`src/rtl/cpu_types_pkg.sv`:
```
// Shared CPU type definitions: encoder request ops, MIPS opcodes/functs,
// fixed instruction words and the encoder FSM state type.
package cpu_types_pkg;

    // Field-level request kinds understood by the instruction encoder
    typedef enum logic [2:0] {
        ENC_R    = 3'd0,
        ENC_I    = 3'd1,
        ENC_J    = 3'd2,
        ENC_LI   = 3'd3,
        ENC_NOP  = 3'd4,
        ENC_HALT = 3'd5
    } enc_op_t;

    // Primary opcode field (instruction bits 31:26)
    typedef enum logic [5:0] {
        OP_RTYPE = 6'h00,
        OP_J     = 6'h02,
        OP_JAL   = 6'h03,
        OP_BEQ   = 6'h04,
        OP_ADDI  = 6'h08,
        OP_ORI   = 6'h0D,
        OP_LUI   = 6'h0F,
        OP_LW    = 6'h23,
        OP_SW    = 6'h2B
    } opcode_t;

    // R-type function field (instruction bits 5:0)
    typedef enum logic [5:0] {
        F_SLL = 6'h00,
        F_SRL = 6'h02,
        F_JR  = 6'h08,
        F_ADD = 6'h20,
        F_SUB = 6'h22,
        F_AND = 6'h24,
        F_OR  = 6'h25,
        F_SLT = 6'h2A
    } funct_t;

    // Encoder control states
    typedef enum logic [1:0] {
        ST_IDLE   = 2'd0,
        ST_LI_LO  = 2'd1,
        ST_HALT_W = 2'd2,
        ST_DONE   = 2'd3
    } enc_state_t;

    localparam logic [31:0] NOP_WORD  = 32'h0000_0000;
    localparam logic [31:0] HALT_WORD = 32'hFFFF_FFFF;

    // Op codes 6 and 7 have no encoding
    function automatic logic op_is_defined(input logic [2:0] op);
        return (op <= ENC_HALT);
    endfunction

endpackage

```
`src/rtl/instr_pack.sv`:
```
// Pure combinational packer: turns one field-level request into the MIPS
// word(s) it expands to. LI may need a second word, which is produced here
// up front so the encoder can park it while the first word drains.
module instr_pack
    import cpu_types_pkg::*;
(
    input  logic [2:0]  op,
    input  logic [5:0]  opcode,
    input  logic [5:0]  funct,
    input  logic [4:0]  rs,
    input  logic [4:0]  rt,
    input  logic [4:0]  rd,
    input  logic [4:0]  shamt,
    input  logic [31:0] imm,
    output logic [31:0] first_word,
    output logic [31:0] second_word,
    output logic        two_words,
    output logic        illegal
);

    logic k_hi_zero;
    logic k_lo_zero;

    assign k_hi_zero = (imm[31:16] == 16'h0000);
    assign k_lo_zero = (imm[15:0]  == 16'h0000);

    // Field packing per request kind; LI picks ORI-only, LUI-only or LUI+ORI
    always_comb begin
        first_word  = NOP_WORD;
        second_word = NOP_WORD;
        two_words   = 1'b0;
        illegal     = !op_is_defined(op);
        case (op)
            ENC_R:    first_word = {OP_RTYPE, rs, rt, rd, shamt, funct};
            ENC_I:    first_word = {opcode, rs, rt, imm[15:0]};
            ENC_J:    first_word = {opcode, imm[25:0]};
            ENC_NOP:  first_word = NOP_WORD;
            ENC_HALT: first_word = HALT_WORD;
            ENC_LI: begin
                if (rt == 5'd0) begin
                    illegal = 1'b1;
                end else if (k_hi_zero) begin
                    first_word = {OP_ORI, 5'd0, rt, imm[15:0]};
                end else begin
                    first_word  = {OP_LUI, 5'd0, rt, imm[31:16]};
                    second_word = {OP_ORI, rt, rt, imm[15:0]};
                    two_words   = !k_lo_zero;
                end
            end
            default: first_word = NOP_WORD;
        endcase
    end

endmodule

```
`src/rtl/instr_encoder.sv`:
```
// Instruction encoder: accepts field-level requests, emits one 32-bit MIPS
// word per output handshake with its byte address, expands LI into LUI/ORI
// and stops for good once the HALT word has been taken.
module instr_encoder
    import cpu_types_pkg::*;
#(
    parameter int                ADDR_W    = 16,
    parameter logic [ADDR_W-1:0] BASE_ADDR = '0
) (
    input  logic              CLK,
    input  logic              RST,
    input  logic              req_valid,
    output logic              req_ready,
    input  logic [2:0]        req_op,
    input  logic [5:0]        req_opcode,
    input  logic [5:0]        req_funct,
    input  logic [4:0]        req_rs,
    input  logic [4:0]        req_rt,
    input  logic [4:0]        req_rd,
    input  logic [4:0]        req_shamt,
    input  logic [31:0]       req_imm,
    output logic              out_valid,
    input  logic              out_ready,
    output logic [31:0]       out_word,
    output logic [ADDR_W-1:0] out_addr,
    output logic [15:0]       out_count,
    output logic              err,
    output logic              done
);

    enc_state_t  state_q;
    enc_state_t  state_d;
    logic [31:0] pending_word;

    logic [31:0] pack_first;
    logic [31:0] pack_second;
    logic        pack_two;
    logic        pack_illegal;

    logic        stage_free;
    logic        out_fire;
    logic        req_fire;
    logic        load;
    logic [31:0] load_word;
    logic        err_d;

    instr_pack u_pack (
        .op          (req_op),
        .opcode      (req_opcode),
        .funct       (req_funct),
        .rs          (req_rs),
        .rt          (req_rt),
        .rd          (req_rd),
        .shamt       (req_shamt),
        .imm         (req_imm),
        .first_word  (pack_first),
        .second_word (pack_second),
        .two_words   (pack_two),
        .illegal     (pack_illegal)
    );

    assign stage_free = !out_valid || out_ready;
    assign out_fire   = out_valid && out_ready;
    assign req_fire   = req_valid && req_ready;
    assign done       = (state_q == ST_DONE);

    // Next state, handshake readiness and what (if anything) loads the output stage
    always_comb begin
        state_d   = state_q;
        req_ready = 1'b0;
        load      = 1'b0;
        load_word = pack_first;
        err_d     = 1'b0;
        case (state_q)
            ST_IDLE: begin
                req_ready = stage_free;
                if (req_fire) begin
                    if (pack_illegal) begin
                        err_d = 1'b1;
                    end else begin
                        load = 1'b1;
                        if (pack_two) begin
                            state_d = ST_LI_LO;
                        end else if (req_op == ENC_HALT) begin
                            state_d = ST_HALT_W;
                        end
                    end
                end
            end
            ST_LI_LO: begin
                if (stage_free) begin
                    load      = 1'b1;
                    load_word = pending_word;
                    state_d   = ST_IDLE;
                end
            end
            ST_HALT_W: begin
                if (out_fire) begin
                    state_d = ST_DONE;
                end
            end
            ST_DONE: begin
                state_d = ST_DONE;
            end
            default: state_d = ST_IDLE;
        endcase
    end

    // State register, output stage, second-LI-word holding register, counters and err pulse
    always_ff @(posedge CLK) begin
        if (RST) begin
            state_q      <= ST_IDLE;
            out_valid    <= 1'b0;
            out_word     <= 32'h0;
            out_addr     <= BASE_ADDR;
            out_count    <= 16'h0;
            err          <= 1'b0;
            pending_word <= 32'h0;
        end else begin
            state_q <= state_d;
            err     <= err_d;
            if (req_fire) begin
                pending_word <= pack_second;
            end
            if (load) begin
                out_valid <= 1'b1;
                out_word  <= load_word;
            end else if (out_fire) begin
                out_valid <= 1'b0;
            end
            if (out_fire) begin
                out_addr <= out_addr + ADDR_W'(4);
                if (out_count != 16'hFFFF) begin
                    out_count <= out_count + 16'd1;
                end
            end
        end
    end

endmodule

```
`config.mk`:
```
export PLATFORM = sky130hd
export DESIGN_NAME = instr_encoder
export DESIGN_NICKNAME = d
export VERILOG_FILES = /design/src/rtl/cpu_types_pkg.sv /design/src/rtl/instr_pack.sv /design/src/rtl/instr_encoder.sv
export SDC_FILE = /design/constraint.sdc
export NUM_CORES = 1
export LEC_CHECK = 0
export CAP_MARGIN = 20
export CORE_ASPECT_RATIO = 1.1
export CORE_UTILIZATION = 30
export CTS_CLUSTER_SIZE = 20
export DETAILED_ROUTE_END_ITERATION = 8
export DONT_BUFFER_PORTS = 1
export GPL_ROUTABILITY_DRIVEN = 0
export PLACE_DENSITY_LB_ADDON = 0.12
export SYNTH_ARGS = -nofsm -noshare
export SYNTH_HDL_FRONTEND = slang
export SYNTH_SLANG_ARGS = --single-unit
export TNS_END_PERCENT = 10
```
`constraint.sdc`:
```
create_clock -name CLK -period 2.2 [get_ports CLK]
set_input_delay 0.22 -clock CLK [delete_from_list [all_inputs] [get_ports CLK]]
set_output_delay 0.22 -clock CLK [all_outputs]
set_load 0.01 [all_outputs]
```
=== Word-level counts from Yosys, hierarchy flattened ===
Index checks and enable logic that the tools add are counted.

* Add/subtract/negate cells: 2
* $lt $le $gt $ge: 1
* Equal/unequal tests: 13
* Multiplexer cells: 28
* Bitwise operators: 2
* Reduce and logical (&&, ||, !) cells: 15

{| class="wikitable"
|+ Operators by type and width
! kind !! count
|-
| 2-to-1 mux 32 bit || 5
|-
| case mux 32 bit (5 select lines) || 1
|-
| logical NOT 16 bit || 2
|-
| 2-to-1 mux 30 bit || 1
|-
| 2-to-1 mux 28 bit || 1
|-
| adder 16 x 1 -> 16 bit, second input constant || 1
|-
| adder 16 x 3 -> 16 bit, second input constant || 1
|-
| != test 16 bit, second input constant || 1
|-
| 2-to-1 mux 1 bit || 12
|-
| 2-to-1 mux 2 bit || 6
|-
| != test 2 bit, second input constant || 4
|-
| case mux 2 bit (4 select lines) || 1
|-
| == test 3 x 2 -> 1 bit, second input constant || 2
|-
| logical NOT 5 bit || 1
|-
| AND reduction 5 bit || 1
|-
| == test 2 bit, second input constant || 2
|-
| == test 3 x 1 -> 1 bit, second input constant || 1
|-
| == test 3 bit, second input constant || 1
|-
| less-or-equal comparator 3 bit, second input constant || 1
|-
| logical NOT 1 bit || 3
|-
| logical NOT 3 bit || 1
|-
| != test 3 bit, second input constant || 1
|-
| OR reduction 3 bit || 1
|-
| == test 2 x 1 -> 1 bit, second input constant || 1
|-
| other kinds (7) || 9
|}

* Bits in registers: 100
* Bits of input ports: 71
* Word-level logic and storage cells: 68

=== Longest topological paths before layout ===
Gate-level depths: netlist of run 1.

* Depth in word-level cells: 9
* Mapped depth: 8
* Gate-level depth less buffers: 6

=== Hierarchy ===
A second synthesis of run 1 with hierarchy kept.

* Cells, all modules: 689
* Area total of the unflattened synthesis: 5416.4 µm²

{| class="wikitable"
|+ Modules (own cells, without submodules)
! module !! times used !! cells each !! area an instance (µm²) !! seq. area each (µm²)
|-
| instr_encoder || 1 || 503 || 4172.8 || 1961.9
|-
| instr_pack || 1 || 186 || 1243.7 || 0.0
|}

=== Least setup slack after synthesis of run 1 ===
No wires, ideal clock.

* Path kind: register to register
* Start: reg state_q[0]
* End: reg out_word[24]
* Setup time: 0.122 ns
* Data arrival time: 1.674 ns
* Required time: 2.078 ns
* Setup slack: 0.404 ns
* Cell stages (with the launch flop): 9
* Buffers on the path: 3
* Cell sequence: dfxtp_1 buf_2 nor2_4 nand3_4 o21a_4 and2_4 buf_6 buf_6 a221o_1

* Longest elaborated chain between the ends: 5
* Elaborated cells between the ends (all ways): 7
* Those cells by class: eq/ne (1); mux (4); reduce/logical (2)

{| class="wikitable"
|+ RTL lines
! item !! line !! source
|-
| from (decl) || instr_encoder.sv:31 || <nowiki>enc_state_t state_q;</nowiki>
|-
| from (signal assigned) || instr_encoder.sv:120 || <nowiki>state_q <= state_d;</nowiki>
|-
| logical NOT 2 bit || instr_encoder.sv:74 || <nowiki>case (state_q)</nowiki>
|-
| 2-to-1 mux 1 bit || instr_encoder.sv:74 ||
|-
| logical AND 1 bit || instr_encoder.sv:64 || <nowiki>assign req_fire = req_valid && req_ready;</nowiki>
|-
| 2-to-1 mux 1 bit || instr_encoder.sv:77 || <nowiki>if (req_fire) begin</nowiki>
|-
| case mux 1 bit (2 select lines) || instr_encoder.sv:74 ||
|-
| to (signal assigned) || instr_encoder.sv:127 || <nowiki>out_word <= load_word;</nowiki>
|-
| to (decl) || instr_encoder.sv:24 || <nowiki>output logic [31:0] out_word,</nowiki>
|}

Parallel ways exist; a longest one is shown, timed or not.
A chain may end at the register's enable or synchronous reset.

=== Final worst setup path of run 1 ===
* Start: reg out_count[4]
* End: reg out_count[7]

* Longest elaborated chain between the ends: 2
* Elaborated cells between the ends (all ways): 3
* Those cells by class: add/sub (1); eq/ne (1); reduce/logical (1)

{| class="wikitable"
|+ RTL lines
! item !! line !! source
|-
| from (decl) || instr_encoder.sv:26 || <nowiki>output logic [15:0] out_count,</nowiki>
|-
| from (signal assigned) || instr_encoder.sv:134 || <nowiki>out_count <= out_count + 16'd1;</nowiki>
|-
| parallel branches: the longest is 2 deep, another holds adder 16 x 1 -> 16 bit || n/a ||
|}

Several ways; the timed one is not identified.

==> flow_metrics.env, run 1 <==
export IMPL_cts_root_buf="clkbuf_16"
export IMPL_synth_cells=530
export IMPL_cts_htree_levels=3
export IMPL_cp_required_ns=2.47
export IMPL_path_max_fanout=6
export IMPL_worst_slew_pin_slew_ns=0.9895
export IMPL_port_buffers=0
export IMPL_hold_violations=0
export IMPL_dieWidth_microns=118.9
export IMPL_power_mw=3.638
export IMPL_timing_fmax_mhz=525.6
export IMPL_clkTransAtPathRegs_ns=0.07
export IMPL_numCtsBuffers=9
export IMPL_route_detailed_drc=0
export IMPL_setup_viol_count_final=0
export IMPL_path_delay_family="simple AND/OR/NAND/NOR gates"
export IMPL_io_pins=139
export IMPL_syn_avg_cell_area_sq_um=8.515
export IMPL_worstPathArrival_ns=2.18
export IMPL_drive_gt1_share_pct=11.28
export IMPL_grt_max_degree=58
export IMPL_synth_top_area_share_pct=39.04
export IMPL_firstDrtPassIters=4
export IMPL_yosysWarnings=0
export IMPL_antenna_found_initial=1
export IMPL_fin_worst_skew_ns=0.006946
export IMPL_detail_route_antenna_nets=0
export IMPL_place_hpwl_microns=10390
export IMPL_crit_buf_inv=0
export IMPL_die_area_sq_um=15540
export IMPL_slowest_stage="or4_1"
export IMPL_grt_pass1_vias=3858
export IMPL_synth_edf_count=0
export IMPL_die_height_microns=130.6
export IMPL_vias_per_cell=5.582
export IMPL_tns_ns=0
export IMPL_outcome="finished, final reports clean"
export IMPL_tritoncts="built"
export IMPL_ys_top_cells_by_area="dfxtp_1 39%, nor2_1 6.7%, a221o_1 6.2%, a21oi_1 5.8%, mux2i_1 4.7%"
export IMPL_worst_setup_path_start_kind="flop"
export IMPL_finalCriticalPeriod_ns=1.903
export IMPL_yosys_register_bits=88
export IMPL_critPathKind="reg2reg"
export IMPL_final_cell_mix="88 x dfxtp_1, 80 x nor2_1, 52 x a21oi_1"
export IMPL_clock_sinks=88
export IMPL_core_sq_um=14560
export IMPL_grt_overflow_total=0
export IMPL_maxCapViolations=0
export IMPL_wirelength_microns=14280
export IMPL_vias=4047
export IMPL_ir_drop_mv=0.3789
export IMPL_max_stage_delay_ns=0.69
export IMPL_worstPathCellList="nand4_2, or4_1, or3_1, a21oi_1"
export IMPL_synthToLayoutAreaGrowth_pct=12.06
export IMPL_final_nets=600
export IMPL_synth_largest_area_cell="dfxtp_1"
export IMPL_syn_area_sq_um=4513
export IMPL_hold_path_class="in2reg"
export IMPL_initial_core_util_pct=30.99
export IMPL_clk_latency_ns=0.34
export IMPL_drtIter0Drc=237
export IMPL_grt_use_total_pct=18.45
export IMPL_period_share_pct=86.49
export IMPL_slew_headroom_pct=33.79
export IMPL_mostFrequentLayoutCell="dfxtp_1"
export IMPL_yosys_most_used_dff="dfxtp_1"
export IMPL_grt_pass1_wl_microns=21800
export IMPL_crit_path_end_kind="flop"
export IMPL_rows=46
export IMPL_async_flop_share_pct=0
export IMPL_slew_violations=0
export IMPL_powerDensity_nw_per_um2=719.3
export IMPL_p_leak_nw=1.793
export IMPL_rsz0062_at_grt="false"
export IMPL_seq_area_frac_synth_pct=39.04
export IMPL_synth_cell_types=58
export IMPL_wl_per_cell_microns=19.69
export IMPL_clockBufferDepth=2
## sequential cells by signal, indices dropped and copies added, names as in the netlist
register / count
out_word: 32
pending_word: 22
out_count: 16
out_addr: 14
state_q: 2
err: 1
out_valid: 1
## worst reg2reg max path, cell delays in order (launching register included)
cell and delay, ns:
dfxtp_1 0.46, nand4_2 0.20, or4_1 0.69, or3_1 0.35, a21oi_1 0.14
## cell usage after synthesis (17+ instances only)
master    count
clkbuf_1     21
xnor2_1      17
o21ai_0      19
a22oi_1      21
nand3_1      25
nor2_1       80
dfxtp_1      88
a21oi_1      52
a221o_1      28
o22ai_1      17
mux2i_1      21
nand2_1      19
## metrics by stage
stage / instance area, sq um / setup slack (ns) / cells / hold slack (ns) / util (%)
2_1_floorplan: 4517 / 0.4038 / 531 / 0.3683 / -
3_3_place_gp: 4742 / 0.3452 / 707 / 0.2945 / 32.57
3_5_place_dp: 4742 / 0.3202 / 707 / 0.2984 / 32.57
4_1_cts: 5055 / 0.2997 / 724 / 0.01763 / 34.71
5_1_grt: 5057 / 0.1529 / 725 / 0.02607 / 34.73
6_report: 5057 / 0.2973 / 725 / 0.02718 / 34.73
## logic make-up after synthesis
logic type,share of synthesized area [%]
AND/OR/NAND/NOR,22.87
buffers and inverters,4.824
multiplexers,4.658
AO/OA/AOI/OAI,22.93
adder cells (fa/ha/maj),0.5544
XOR/XNOR,5.046
other,0.08309
flip-flops,39.04
## per-layer routing
metal | global-route usage [%] | vias to the layer above | share of wire, %
met5 | 0 | - | 0
met4 | 10.13 | 0 | 3.5
met3 | 5.903 | 25 | 8.3
met2 | 29.96 | 158 | 47
met1 | 21.81 | 1921 | 41
li1 | - | 1943 | -
## repair_timing
item | CTS | global route
hold buffers | 1 | 0
resized for setup | 0 | 0
endpoints found under the hold margin | 57 | 0
buffers inserted | 0 | 0
endpoints found under the setup margin | 0 | 0
## path summary, 6_finish.rpt
kind | start | depth (start not counted) | slack [ns] | to
max | out_count[4]$_SDFFE_PP0P_ | 4 | 0.30 | out_count[7]$_SDFFE_PP0P_
max reg2reg | out_count[4]$_SDFFE_PP0P_ | 4 | 0.30 | out_count[7]$_SDFFE_PP0P_
min | req_rt[4] | 2 | 0.03 | pending_word[25]$_SDFFE_PP0P_
min reg2reg | pending_word[14]$_SDFFE_PP0P_ | 1 | 0.50 | out_word[14]$_SDFFE_PP0P_
## report_power, final
part | internal, mW | switching, mW
Sequential | 1.65 | 0.0672
Combinational | 0.186 | 0.268
Clock | 0.828 | 0.638
## cell type report
| cell class | count | area, sq um |
|---|---|---|
| fillers | 1538 | 9504 |
| multi-input cells | 398 | 2537 |
| flip-flops and latches | 88 | 1762 |
| clock buffers | 12 | 256.5 |
| well taps | 192 | 240.2 |
| repair buffers | 26 | 215.2 |
| clock inverters | 4 | 28.78 |
| inverters | 4 | 15.01 |
| diodes | 1 | 2.502 |
(Power assumes the default switching activity.)
==> run 2: changes to the inputs <==
--- a/config.mk
+++ b/config.mk
@@ -8,6 +8,7 @@
 export CAP_MARGIN = 20
 export CORE_ASPECT_RATIO = 1.1
 export CORE_UTILIZATION = 30
+export CTS_BUF_LIST = sky130_fd_sc_hd__clkbuf_2 sky130_fd_sc_hd__clkbuf_4 sky130_fd_sc_hd__clkbuf_8
 export CTS_CLUSTER_SIZE = 20
 export DETAILED_ROUTE_END_ITERATION = 8
 export DONT_BUFFER_PORTS = 1
==> run 2 against run 1 <==
Combinational power is 7.9% higher. Critical path depth is the same. Sequential cell count stayed put. Via count grew 1.6%. Cell area up 2.0%. Sequential power barely moved. Fmax down 0.49%. Global-route usage grew 0.48 points. Utilization is 0.70 points higher. Critical endpoint unchanged. Largest power group unchanged.
==> flow_metrics.env, run 2 (same netlist as run 1, synthesis figures left out) <==
export IMPL_instances_no_fill=745
export IMPL_fin_worst_skew_ns=0.009988
export IMPL_tritoncts="built"
export IMPL_timing_fmax_mhz=523.0
export IMPL_period_share_pct=86.91
export IMPL_final_cell_mix="88 x dfxtp_1, 80 x nor2_1, 52 x a21oi_1"
export IMPL_io_pins=139
export IMPL_critPathKind="reg2reg"
export IMPL_sw_frac_of_total_pct=28.67
export IMPL_worst_setup_path_start_kind="flop"
export IMPL_crit_buf_inv=0
export IMPL_grt_overflow_total=0
export IMPL_hold_violations=0
export IMPL_drive_gt1_share_pct=11.05
export IMPL_slew_violations=0
export IMPL_cts_root_buf="clkbuf_8"
export IMPL_path_max_fanout=6
export IMPL_place_hpwl_microns=10390
export IMPL_rsz0062_at_grt="false"
export IMPL_worstPathArrival_ns=2.21
export IMPL_maxCapViolations=0
export IMPL_pwr_share_comb_pct=14.9
export IMPL_cp_required_ns=2.50
export IMPL_cts_setup_buffers=0
export IMPL_clkPwrFrac_pct=32.9
export IMPL_grt_max_degree=58
export IMPL_detail_route_antenna_nets=0
export IMPL_largest_reg_flops=32
export IMPL_reg_largest_list="out_word x32, pending_word x22, out_count x16"
export IMPL_clk_latency_ns=0.37
export IMPL_placed_cells=707
export IMPL_grt_pass1_vias=3944
export IMPL_die_area_sq_um=15540
export IMPL_slew_headroom_pct=34.25
export IMPL_final_nets=620
export IMPL_initial_core_util_pct=30.99
export IMPL_hold_slack_ns=0.02228
export IMPL_outcome="finished, final reports clean"
export IMPL_cts_htree_levels=3
export IMPL_tns_ns=0
export IMPL_wl_per_cell_microns=19.85
export IMPL_synthToLayoutAreaGrowth_pct=14.33
export IMPL_finalCriticalPeriod_ns=1.912
export IMPL_ir_drop_mv=0.2342
export IMPL_worstPathCellList="nand4_2, or4_1, or3_1, a21oi_1"
export IMPL_clkTransAtPathRegs_ns=0.09
export IMPL_worst_slew_pin_slew_ns=0.9827
export IMPL_max_stage_delay_ns=0.69
export IMPL_rows=46
export IMPL_clockBufferDepth=2
export IMPL_vias=4112
export IMPL_die_height_microns=130.6
export IMPL_drtIter0Drc=234
export IMPL_grt_pass1_wl_microns=22370
export IMPL_wirelength_microns=14790
export IMPL_mostFrequentLayoutCell="dfxtp_1"
export IMPL_clock_sinks=88
export IMPL_largest_register="out_word"
export IMPL_antenna_found_initial=1
export IMPL_slowest_stage="or4_1"
export IMPL_p_leak_nw=1.833
export IMPL_fin_ws_ns=0.2880
export IMPL_setup_viol_count_final=0
export IMPL_port_buffers=0
export IMPL_path_delay_family="simple AND/OR/NAND/NOR gates"
export IMPL_intPower_mw=2.344
export IMPL_grt_use_total_pct=18.93
export IMPL_hold_path_class="in2reg"
export IMPL_route_detailed_drc=0
export IMPL_seqPwrFrac_pct=52.2
export IMPL_p_sw_uw=942.3
export IMPL_firstDrtPassIters=5
export IMPL_numCtsBuffers=9
export IMPL_dieWidth_microns=118.9
export IMPL_vias_per_cell=5.519
export IMPL_final_core_util_pct=35.44
export IMPL_place_ws_ns=0.3202
export IMPL_n_fill_cell=1543
export IMPL_crit_path_end_kind="flop"
export IMPL_core_sq_um=14560
export IMPL_powerDensity_nw_per_um2=636.9
run 2: power groups by stage:
stage               Clock (mW)  Sequential, mW  Combinational (mW)
finish                    1.08            1.72               0.490
global route              1.19            1.73               0.539
CTS                       1.14            1.72               0.491
detailed placement           0            1.76               0.434
global placement             0            1.76               0.428
floorplan                    0            1.74               0.366
run 2: worst paths after layout:
| path | from | end | slack (ns) | cells after the start |
|---|---|---|---|---|
| min | RST | out_count[6]$_SDFFE_PP0P_ | 0.02 | 3 |
| max reg2reg | out_count[4]$_SDFFE_PP0P_ | out_count[7]$_SDFFE_PP0P_ | 0.29 | 4 |
| min reg2reg | pending_word[11]$_SDFFE_PP0P_ | out_word[11]$_SDFFE_PP0P_ | 0.50 | 1 |
| max | out_count[4]$_SDFFE_PP0P_ | out_count[7]$_SDFFE_PP0P_ | 0.29 | 4 |
run 2: per-stage QoR:
stage / power (mW) / cell area, sq um
2_1_floorplan: 2.106 / 4517
6_report: 3.287 / 5160
5_1_grt: 3.456 / 5160
4_1_cts: 3.346 / 5157
3_5_place_dp: 2.190 / 4742
3_3_place_gp: 2.185 / 4742
run 2: final cells by class:
| type | instances | area [sq um] | area share [%] |
|---|---|---|---|
| multi-input combinational | 398 | 2537 | 49.18 |
| sequential | 88 | 1762 | 34.14 |
| timing repair buffer | 46 | 415.4 | 8.050 |
| tap | 192 | 240.2 | 4.656 |
| clock buffer | 12 | 158.9 | 3.080 |
| clock inverter | 4 | 28.78 | 0.5577 |
| inverter | 4 | 15.01 | 0.2910 |
| antenna | 1 | 2.502 | 0.04850 |
run 2: routing by layer:
layer  up-vias  global-route usage (%)  wire length (microns)
li1       1982                       -                      -
met1      1948                   22.42                   6122
met2       157                   31.23                   7019
met3        25                   5.599                   1173
met4         0                   9.978                    472
met5         -                       0                      0
run 2: worst reg2reg max path, stage by stage, from the launching register on:
cell	delay, ns
dfxtp_1	0.47
nand4_2	0.20
or4_1	0.69
or3_1	0.35
a21oi_1	0.14
run 2: repair_timing:
| item | in CTS | in global routing |
|---|---|---|
| hold buffers | 21 | 0 |
| gates resized for setup | 0 | 0 |
| endpoints found under the hold margin | 57 | 0 |
==> run 3: changes to the inputs <==
--- a/config.mk
+++ b/config.mk
@@ -14,6 +14,7 @@
 export DONT_BUFFER_PORTS = 1
 export GPL_ROUTABILITY_DRIVEN = 0
 export PLACE_DENSITY_LB_ADDON = 0.12
+export SLEW_MARGIN = 20
 export SYNTH_ARGS = -nofsm -noshare
 export SYNTH_HDL_FRONTEND = slang
 export SYNTH_SLANG_ARGS = --single-unit
==> results of run 3 <==
The final DEF is identical to that of run 2; final timing and power are the same.
